==> config.mk <==
export PLATFORM = sky130hd
export DESIGN_NAME = ne555_pulse_meter_flat
export DESIGN_NICKNAME = d
export VERILOG_FILES = /design/src/rtl/ne555_pulse_meter_pkg.sv /design/src/rtl/ne555_pulse_meter_if.sv /design/src/rtl/ne555_tick_gen.sv /design/src/rtl/ne555_pulse_meter.sv /design/src/flat_wrapper.sv
export SDC_FILE = /design/constraint.sdc
export NUM_CORES = 1
export LEC_CHECK = 0
export ABC_AREA = 1
export CAP_MARGIN = 20
export CORE_MARGIN = 5
export CORE_UTILIZATION = 35
export CTS_CLUSTER_SIZE = 8
export DETAILED_ROUTE_END_ITERATION = 10
export GPL_ROUTABILITY_DRIVEN = 1
export PLACE_DENSITY = 0.64
export SLEW_MARGIN = 20
export SYNTH_ARGS = -nofsm -noshare
export SYNTH_HDL_FRONTEND = slang
export SYNTH_HIERARCHICAL = 1
export SYNTH_SLANG_ARGS = --single-unit
==> constraint.sdc <==
create_clock -name clk -period 6.7 [get_ports clk]
set_input_delay 0.67 -clock clk [delete_from_list [all_inputs] [get_ports clk]]
set_output_delay 0.67 -clock clk [all_outputs]
set_load 0.01 [all_outputs]
==> src/rtl/ne555_pulse_meter_pkg.sv <==
// Shared types and constants for the NE555 pulse meter and its prescaler.
package ne555_pkg;

    localparam int unsigned CNT_W_DEFAULT = 16;
    localparam int unsigned RATE_W        = 4;
    localparam int unsigned PRESCALE_W    = (1 << RATE_W) - 1;

    typedef enum logic [2:0] {
        IDLE  = 3'd0,
        ARM   = 3'd1,
        HIGH  = 3'd2,
        LOW   = 3'd3,
        STALL = 3'd4
    } meter_state_t;

endpackage

==> src/rtl/ne555_pulse_meter_if.sv <==
// Result port of the pulse meter: one measurement per valid/ready transfer.
interface ne555_pulse_meter_if
    import ne555_pkg::*;
#(
    parameter int unsigned CNT_W = CNT_W_DEFAULT
) ();

    logic             meas_valid;
    logic             meas_ready;
    logic [CNT_W-1:0] high_ticks;
    logic [CNT_W-1:0] low_ticks;
    logic [CNT_W:0]   period_ticks;

    modport master (
        output meas_valid,
        output high_ticks,
        output low_ticks,
        output period_ticks,
        input  meas_ready
    );

    modport slave (
        input  meas_valid,
        input  high_ticks,
        input  low_ticks,
        input  period_ticks,
        output meas_ready
    );

endinterface

==> src/rtl/ne555_tick_gen.sv <==
// Free-running prescaler: tick is high one cycle in every 2^rate cycles.
module ne555_tick_gen
    import ne555_pkg::*;
(
    input  logic              clk,
    input  logic              rst_n,
    input  logic              clr,
    input  logic [RATE_W-1:0] rate,
    output logic              tick
);

    localparam logic [PRESCALE_W-1:0] ALL_ONES = '1;

    logic [PRESCALE_W-1:0] pre_q;
    logic [PRESCALE_W-1:0] pre_d;
    logic [PRESCALE_W-1:0] mask;

    always_comb begin
        mask  = ~(ALL_ONES << rate);
        pre_d = clr ? '0 : pre_q + PRESCALE_W'(1);
    end

    // Tick when the low 'rate' bits roll over; rate=0 gives an all-zero mask.
    assign tick = ((pre_q & mask) == mask);

    always_ff @(posedge clk or negedge rst_n) begin
        if (!rst_n) begin
            pre_q <= '0;
        end else begin
            pre_q <= pre_d;
        end
    end

endmodule

==> src/rtl/ne555_pulse_meter.sv <==
// Measures high/low/period of an asynchronous waveform in prescaled ticks and
// publishes each completed cycle on a valid/ready result port.
module ne555_pulse_meter
    import ne555_pkg::*;
#(
    parameter int unsigned CNT_W       = CNT_W_DEFAULT,
    parameter int unsigned SYNC_STAGES = 2
) (
    input  logic                   clk,
    input  logic                   rst_n,
    input  logic                   enable,
    input  logic                   clear,
    input  logic [RATE_W-1:0]      rate,
    input  logic                   sig_in,
    ne555_pulse_meter_if.master    meas,
    output logic                   overrun,
    output logic                   timeout,
    output logic                   level,
    output logic [2:0]             state_dbg
);

    logic [SYNC_STAGES-1:0] sync_q;
    logic                   s_d_q;
    logic                   rise_q;
    logic                   fall_q;
    logic                   tick;

    meter_state_t     state_q, state_d;
    logic [CNT_W-1:0] cnt_q, cnt_d;
    logic [CNT_W-1:0] hold_q, hold_d;
    logic [CNT_W-1:0] high_q, high_d;
    logic [CNT_W-1:0] low_q, low_d;
    logic [CNT_W:0]   per_q, per_d;
    logic             valid_q, valid_d;
    logic             ovr_q, ovr_d;
    logic             to_q, to_d;
    logic             publish;
    logic             cnt_sat;

    // Synchronizer and edge detect keep running while disabled so level tracks.
    always_ff @(posedge clk or negedge rst_n) begin
        if (!rst_n) begin
            sync_q <= '0;
            s_d_q  <= 1'b0;
            rise_q <= 1'b0;
            fall_q <= 1'b0;
        end else begin
            sync_q <= {sync_q[SYNC_STAGES-2:0], sig_in};
            s_d_q  <= sync_q[SYNC_STAGES-1];
            rise_q <= sync_q[SYNC_STAGES-1] & ~s_d_q;
            fall_q <= ~sync_q[SYNC_STAGES-1] & s_d_q;
        end
    end

    ne555_tick_gen u_tick (
        .clk   (clk),
        .rst_n (rst_n),
        .clr   (~enable | clear),
        .rate  (rate),
        .tick  (tick)
    );

    assign cnt_sat = &cnt_q;

    always_comb begin
        state_d = state_q;
        cnt_d   = cnt_q;
        hold_d  = hold_q;
        high_d  = high_q;
        low_d   = low_q;
        per_d   = per_q;
        valid_d = valid_q;
        ovr_d   = ovr_q;
        to_d    = to_q;
        publish = 1'b0;

        if (!enable || clear) begin
            state_d = enable ? ARM : IDLE;
            cnt_d   = '0;
            hold_d  = '0;
            high_d  = '0;
            low_d   = '0;
            per_d   = '0;
            valid_d = 1'b0;
            ovr_d   = 1'b0;
            to_d    = 1'b0;
        end else begin
            if (rise_q || fall_q) begin
                cnt_d = CNT_W'(tick);
            end else if (!cnt_sat) begin
                cnt_d = cnt_q + CNT_W'(tick);
            end

            case (state_q)
                IDLE: state_d = ARM;
                ARM: begin
                    if (rise_q) state_d = HIGH;
                end
                HIGH: begin
                    if (fall_q) begin
                        hold_d  = cnt_q;
                        state_d = LOW;
                    end else if (tick && cnt_sat) begin
                        state_d = STALL;
                        to_d    = 1'b1;
                    end
                end
                LOW: begin
                    if (rise_q) begin
                        publish = 1'b1;
                        state_d = HIGH;
                    end else if (tick && cnt_sat) begin
                        state_d = STALL;
                        to_d    = 1'b1;
                    end
                end
                STALL: begin
                    if (rise_q) state_d = HIGH;
                end
                default: state_d = ARM;
            endcase

            // An unconsumed result is never overwritten unless it is taken this cycle.
            if (publish) begin
                if (!valid_q || meas.meas_ready) begin
                    high_d  = hold_q;
                    low_d   = cnt_q;
                    per_d   = {1'b0, hold_q} + {1'b0, cnt_q};
                    valid_d = 1'b1;
                end else begin
                    ovr_d = 1'b1;
                end
            end else if (valid_q && meas.meas_ready) begin
                valid_d = 1'b0;
            end
        end
    end

    always_ff @(posedge clk or negedge rst_n) begin
        if (!rst_n) begin
            state_q <= IDLE;
            cnt_q   <= '0;
            hold_q  <= '0;
            high_q  <= '0;
            low_q   <= '0;
            per_q   <= '0;
            valid_q <= 1'b0;
            ovr_q   <= 1'b0;
            to_q    <= 1'b0;
        end else begin
            state_q <= state_d;
            cnt_q   <= cnt_d;
            hold_q  <= hold_d;
            high_q  <= high_d;
            low_q   <= low_d;
            per_q   <= per_d;
            valid_q <= valid_d;
            ovr_q   <= ovr_d;
            to_q    <= to_d;
        end
    end

    assign meas.meas_valid   = valid_q;
    assign meas.high_ticks   = high_q;
    assign meas.low_ticks    = low_q;
    assign meas.period_ticks = per_q;
    assign overrun           = ovr_q;
    assign timeout           = to_q;
    assign level             = sync_q[SYNC_STAGES-1];
    assign state_dbg         = state_q;

endmodule

==> src/flat_wrapper.sv <==
// flat-port wrapper written by rule: the top's interface ports become plain ports
module ne555_pulse_meter_flat import ne555_pkg::*;
#(
    parameter int unsigned CNT_W       = CNT_W_DEFAULT,
    parameter int unsigned SYNC_STAGES = 2
)
  (clk, rst_n, enable, clear, rate, sig_in, overrun, timeout, level, state_dbg, meas_meas_valid, meas_high_ticks, meas_low_ticks, meas_period_ticks, meas_meas_ready);
  ne555_pulse_meter_if #(.CNT_W(CNT_W)) meas_i ();
  input  logic clk;
  input  logic rst_n;
  input  logic enable;
  input  logic clear;
  input  logic [RATE_W-1:0] rate;
  input  logic sig_in;
  output logic overrun;
  output logic timeout;
  output logic level;
  output logic [2:0] state_dbg;
  output wire logic [$bits(meas_i.meas_valid)-1:0] meas_meas_valid;
  output wire logic [$bits(meas_i.high_ticks)-1:0] meas_high_ticks;
  output wire logic [$bits(meas_i.low_ticks)-1:0] meas_low_ticks;
  output wire logic [$bits(meas_i.period_ticks)-1:0] meas_period_ticks;
  input wire logic [$bits(meas_i.meas_ready)-1:0] meas_meas_ready;
  assign meas_meas_valid = meas_i.meas_valid;
  assign meas_high_ticks = meas_i.high_ticks;
  assign meas_low_ticks = meas_i.low_ticks;
  assign meas_period_ticks = meas_i.period_ticks;
  assign meas_i.meas_ready = meas_meas_ready;
  ne555_pulse_meter #(.CNT_W(CNT_W), .SYNC_STAGES(SYNC_STAGES)) u_core (.clk(clk), .rst_n(rst_n), .enable(enable), .clear(clear), .rate(rate), .sig_in(sig_in), .meas(meas_i), .overrun(overrun), .timeout(timeout), .level(level), .state_dbg(state_dbg));
endmodule
==> results of run 1 <==
[path summary, 6_finish.rpt]
kind	startpoint	endpoint	slack, ns	cells after the start
min	rst_n	u_core/meas.low_ticks[7]	0.24	1
min in group clk	u_core/sync_q[0]	u_core/sync_q[1]	0.35	0
max	rate[3]	u_core/cnt_q[10]	3.62	16
max reg2reg	u_core/u_tick/pre_q[5]	u_core/cnt_q[10]	4.16	14
max in group asynchronous	rst_n	u_core/rise_q	5.19	2
min reg2reg	u_core/sync_q[0]	u_core/sync_q[1]	0.35	0
[report_power, final]
group	leakage [nW]	switching, mW	internal (mW)
Combinational	1.74	0.0426	0.0175
Clock	0.156	0.230	0.336
Sequential	1.48	0.00443	0.649
[cell type report]
| cell class | instances | area [um^2] |
|---|---|---|
| Tap cell | 220 | 275 |
| Clock buffer | 11 | 243 |
| Multi-Input combinational cell | 519 | 2620 |
| Timing Repair Buffer | 66 | 656 |
| Clock inverter | 4 | 73.8 |
| Fill cell | 1688 | 9460 |
| Sequential cell | 107 | 2680 |
| Inverter | 106 | 399 |
[placed cells by master, fill, tap and decap left out, drive strengths merged]
cell type | Yosys | final
mux2i | 1 | 1
a211oi | 2 | 2
clkdlybuf4s50 | 0 | 64
o21bai | 1 | 1
o21a | 4 | 4
fa | 1 | 1
ha | 19 | 19
inv | 105 | 106
a22oi | 5 | 5
xnor2 | 1 | 1
clkbuf | 3 | 11
or2 | 1 | 1
nand2 | 217 | 217
nand3b | 6 | 6
dfrtp | 107 | 107
bufinv | 0 | 2
xor2 | 2 | 2
nor3b | 1 | 1
clkinv | 1 | 2
nor3 | 19 | 19
a21oi | 44 | 44
a22o | 16 | 16
nor4 | 1 | 1
nor2 | 64 | 64
nand3 | 46 | 46
nand4 | 8 | 8
o21ai | 60 | 60
buf | 13 | 2
[logic make-up (layout without fill, tap and decap cells)]
group | Yosys count | in the layout
AND/OR/NAND/NOR | 363 | 363
AO/OA/AOI/OAI | 132 | 132
buffers and inverters | 122 | 187
flip-flops | 107 | 107
adder cells (fa/ha/maj) | 20 | 20
XOR/XNOR | 3 | 3
multiplexers | 1 | 1
[flip-flops by register name, indices dropped and copies added, names as in the netlist]
| name | flops |
|---|---|
| u_core/cnt_q | 16 |
| u_core/fall_q | 1 |
| u_core/hold_q | 16 |
| u_core/meas.high_ticks | 16 |
| u_core/meas.low_ticks | 16 |
| u_core/meas.meas_valid | 1 |
| u_core/meas.period_ticks | 17 |
| u_core/overrun | 1 |
| u_core/rise_q | 1 |
| u_core/s_d_q | 1 |
| u_core/state_dbg | 3 |
| u_core/sync_q | 2 |
| u_core/timeout | 1 |
| u_core/u_tick/pre_q | 15 |
[worst max-delay path, cell delays in order]
cell and delay [ns]:
clkdlybuf4s50_1 0.59, inv_1 0.16, nand2_1 0.06, a21oi_1 0.12, nand2_1 0.06, nor2_1 0.08
nand2_1 0.05, nor2_1 0.27, ha_1 0.26, ha_1 0.16, inv_1 0.06, nor2_1 0.17
nand2_1 0.10, o21ai_0 0.23, nand2_1 0.11, o21a_1 0.18
[routing by layer]
layer / track usage (%) / share of wire, % / vias up
met5: 0 / 0 / -
met4: 4.43 / 1.5 / 0
met3: 3.59 / 5.2 / 12
met2: 24.0 / 45 / 108
met1: 20.6 / 48 / 2295
li1: - / - / 2542
==> impl_metrics.py, run 1 <==
metrics = {
    "die": {
        "core_um2": 16400,
        "rows": 47,
        "fp.dieArea_um2": 19200,
        "die_w_um": 139,
        "ios": 66,
        "dieHeight_um": 139,
        "initial_core_util_pct": 35.3,
    },
    "global_routing": {
        "grt_start_max_net_pins": 77,
        "first_global_vias": 4759,
        "grt_pass1_wl_mm": 24.0,
        "grt.total_usage_pct": 15.1,
        "grt-ovfl-total": 0,
        "antenna_found_initial": 0,
    },
    "yosys": {
        "syn-cell-area_um2": 5790,
        "synth_edf_count": 0,
        "synth_most_common_cell": "nand2_1",
        "avgSynthCellArea_um2": 7.75,
        "synth_top_family_by_area": "simple AND/OR/NAND/NOR gates",
        "synth_compound_area_share_pct": 13.0,
        "synth_top_area_share_pct": 46.2,
        "synth-seq-cells": 107,
        "synth_top_cells_by_area": "dfrtp_1, nand2_1, inv_1",
        "ys_types": 39,
        "ys_seq_area_share_pct": 46.2,
        "synth_nets": 778,
        "synth_mux_area_share_pct": 0.173,
        "synth_simple_gate_area_share_pct": 27.1,
        "synth_warnings": 6,
        "netlist.top_cell.by_area": "dfrtp_1",
        "async_reset_ff_share_pct": 100,
        "synthXorXnorAreaFrac_pct": 0.453,
        "synth_commonest_cells": "nand2_1, dfrtp_1, inv_1, nor2_1, o21ai_0",
        "ys.flop_type": "dfrtp_1",
        "synthAdderAreaFrac_pct": 4.45,
        "syn_inst": 748,
    },
    "outcome": {
        "status": "completed",
    },
    "clocking": {
        "cts-resized-gates": 0,
        "cts_max_path_buffers": 2,
        "clock_sinks": 107,
        "cts_tree": "built",
        "path_clk_slew_ns": 0.07,
        "insertion_delay_ns": 0.35,
        "clock-root-buffer": "clkbuf_16",
        "htreeDepth": 3,
        "hold_buffers": 0,
        "cts_made_buffers": 9,
        "cts_setup_buffers": 0,
    },
    "placed_design": {
        "dp_slack_ns": 3.27,
        "port_buffers": 65,
        "dp_hpwl_mm": 10.5,
        "dpl_cell_area_um2": 6630,
        "routabilityCongestion": 0.896,
        "placed_cells": 1018,
    },
    "worst_setup_path": {
        "crit_type": "in2reg",
        "cp.arrival_ns": 3.32,
        "required_ns": 6.95,
        "crit_fanout": 11,
        "end_kind": "flop",
        "critPathLaunchType": "primary input",
    },
    "cells_and_area": {
        "final_cells": 1033,
        "diodes": 0,
        "nets": 839,
        "finish.instance_area_um2": 6950,
        "post-route-util_pct": 42.3,
        "drive_gt1_share_pct": 4.80,
        "syn2layout_area_growth_pct": 19.9,
    },
    "power_and_ir_drop": {
        "p_per_area_nw_per_um2": 184,
        "finalPower_mw": 1.28,
        "ir_drop_uv": 118,
        "power_leakage_nw": 3.38,
    },
    "detailed_routing": {
        "wl_per_cell_um": 13.8,
        "drc": 0,
        "ant_nets": 0,
        "firstDrtPassIters": 5,
        "viasPerCell": 4.80,
        "drt_iter0_drc": 218,
        "vias": 4957,
        "routed_wl_mm": 14.3,
    },
    "sta": {
        "setup_viol_count_final": 0,
        "tightest_slew_ns": 0.943,
        "rsz0062_at_grt": "no",
        "setup_tns_ns": 0,
        "report.final.slew_viol_count": 0,
        "hold_viol_final": 0,
        "min_period_ns": 3.08,
        "worst_slack_ns": 3.62,
        "clock.fmax_mhz": 325,
        "finalCritPeriodShare_pct": 45.9,
        "fin_skew_ns": 0.00542,
        "whs_ns": 0.242,
        "slew_headroom_pct": 37.1,
    },
    "hold_path": {
        "hp-class": "in2async",
    },
    "run": {
        "max_cap_viol_count": 0,
    },
}
Power figures use the tool's default switching activity.
==> run 2: changes to the inputs <==
PLACE_DENSITY = 0.66   (was 0.64)
clock period = 2.5 ns   (was 6.7 ns; I/O delays follow)
==> run 2 against run 1 <==
Net effect:
- non-clock buffer count grew 15
- sequential power grew to 2.7 times the previous value
- worst hold slack gained 0.092 ns
==> impl_metrics.py, run 2 (synthesis results as in run 1) <==
metrics = {
    "outcome": {
        "status": "completed",
    },
    "worst_setup_path": {
        "crit_type": "reg2reg",
        "cp.arrival_ns": 2.51,
        "required_ns": 2.79,
        "critPathLaunchType": "flop",
        "cp-startpoint": "u_core/u_tick/pre_q[7]",
        "crit_fanout": 4,
        "end_kind": "flop",
        "r2r_start": "u_core/u_tick/pre_q[7]",
    },
    "cells_and_area": {
        "final_common_cell": "nand2_1",
        "fillerInstances": 1642,
        "final_cell_mix": "nand2_1, dfrtp_1, inv_1",
        "syn2layout_area_growth_pct": 22.4,
        "final_cells": 1049,
        "post-route-util_pct": 43.2,
        "finish.instance_area_um2": 7090,
        "diodes": 0,
        "nets": 854,
        "largest_reg_flops": 17,
        "drive_gt1_share_pct": 7.12,
    },
    "run": {
        "max_cap_viol_count": 0,
    },
    "sta": {
        "report.final.slew_viol_count": 0,
        "setup_viol_count_final": 0,
        "hold_viol_final": 0,
        "fin_skew_ns": 0.00841,
        "clock.fmax_mhz": 450,
        "min_period_ns": 2.22,
        "finalCritPeriodShare_pct": 89.0,
        "tightest_slew_ns": 0.618,
        "slew_headroom_pct": 58.8,
    },
    "power_and_ir_drop": {
        "power_leakage_nw": 3.44,
        "p_per_area_nw_per_um2": 477,
        "finalPower_mw": 3.38,
        "ir_drop_uv": 345,
    },
    "die": {
        "dieHeight_um": 139,
        "core_um2": 16400,
        "fp.dieArea_um2": 19200,
        "ios": 66,
        "rows": 47,
        "initial_core_util_pct": 35.3,
        "die_w_um": 139,
    },
    "global_routing": {
        "grt-ovfl-total": 0,
        "grt.total_usage_pct": 15.3,
        "antenna_found_initial": 0,
        "grt_pass1_wl_mm": 24.6,
        "first_global_vias": 4863,
        "grt_start_max_net_pins": 50,
    },
    "clocking": {
        "cts_made_buffers": 9,
        "cts_tree": "built",
        "clock_sinks": 107,
        "clock-root-buffer": "clkbuf_16",
        "insertion_delay_ns": 0.35,
        "htreeDepth": 3,
        "cts_max_path_buffers": 2,
        "path_clk_slew_ns": 0.07,
    },
    "detailed_routing": {
        "routed_wl_mm": 14.3,
        "wl_per_cell_um": 13.6,
        "firstDrtPassIters": 5,
        "ant_nets": 0,
        "vias": 5098,
        "drt_iter0_drc": 305,
        "drc": 0,
        "viasPerCell": 4.86,
    },
    "placed_design": {
        "dp_hpwl_mm": 10.7,
        "port_buffers": 65,
        "dpl_cell_area_um2": 6760,
        "placed_cells": 1032,
        "routabilityCongestion": 0.914,
    },
    "hold_path": {
        "min-delay-start": "sig_in",
        "hp-class": "in2reg",
    },
}
-- run 2: cell count changes in the layout (fill, tap and decap cells not counted), moves of 2 or more --
cell / before / now
buf_4: 2 / 14
dfrtp_2: 0 / 2
nor2_1: 60 / 57
dfrtp_1: 107 / 105
nor2_2: 2 / 5
buf_12: 0 / 2
-- run 2: timing repair --
action	CTS	global route
hold buffers	1	0
setup endpoints to repair	0	12
endpoints found under the hold margin	46	0
setup buffers	0	0
gates resized for setup	0	7
-- run 2: area by class of cell --
cell class / instances / area, um^2 / share of cell area (%)
clock buffer: 13 / 260 / 3.67
sequential: 107 / 2680 / 37.8
tap: 220 / 275 / 3.88
clock inverter: 3 / 46.3 / 0.653
inverter: 106 / 399 / 5.63
timing repair buffer: 81 / 796 / 11.2
multi-input combinational: 519 / 2630 / 37.1
-- run 2: report_power, final --
part	leakage, nW	internal (mW)	switching (mW)
Clock	0.146	0.834	0.621
Sequential	1.48	1.74	0.0115
Combinational	1.82	0.0592	0.117
-- run 2: routing by layer --
metal	up-vias	track usage (%)	routed length, um
met1	2378	21.6	6750
met2	134	24.0	6470
met5	-	0	0
met3	13	3.76	884
met4	0	3.45	167
li1	2573	-	-
-- run 2: critical path, stage by stage, from the launching register on --
cell     delay [ns]
dfrtp_1        0.41
nand2_2        0.12
nand2_1        0.08
o21a_1         0.11
nand2_1        0.05
nor2_1         0.09
nand2_1        0.07
nor2_2         0.12
ha_1           0.19
buf_4          0.11
nand3_1        0.10
nor2_1         0.18
nand2_1        0.11
nor3_1         0.22
nor2_1         0.08
a21oi_1        0.11
-- run 2: through the flow --
step	hold WS, ns	TNS (ns)	setup WS [ns]
2_1_floorplan	-0.0456	0	0.323
3_3_place_gp	0.307	-0.894	-0.186
3_5_place_dp	0.307	-1.24	-0.249
4_1_cts	0.322	0	0.0868
5_1_grt	0.318	-0.0491	-0.0260
6_report	0.334	0	0.276
-- run 2: worst paths after layout --
check / to / slack, ns / cells past startpoint
setup / recovery: u_core/cnt_q[13] / 0.28 / 15
hold / removal: u_core/sync_q[0] / 0.33 / 1
setup reg to reg: u_core/cnt_q[13] / 0.28 / 15
hold reg to reg: u_core/sync_q[1] / 0.36 / 0
max in group asynchronous: u_core/meas.high_ticks[11] / 1.36 / 3
min in group asynchronous: u_core/meas.high_ticks[4] / 0.46 / 2
==> run 3: changes to the inputs <==
CAP_MARGIN = unset   (was 20)
==> results of run 3 <==
Final layout, timing and power as in run 2 (identical DEF).
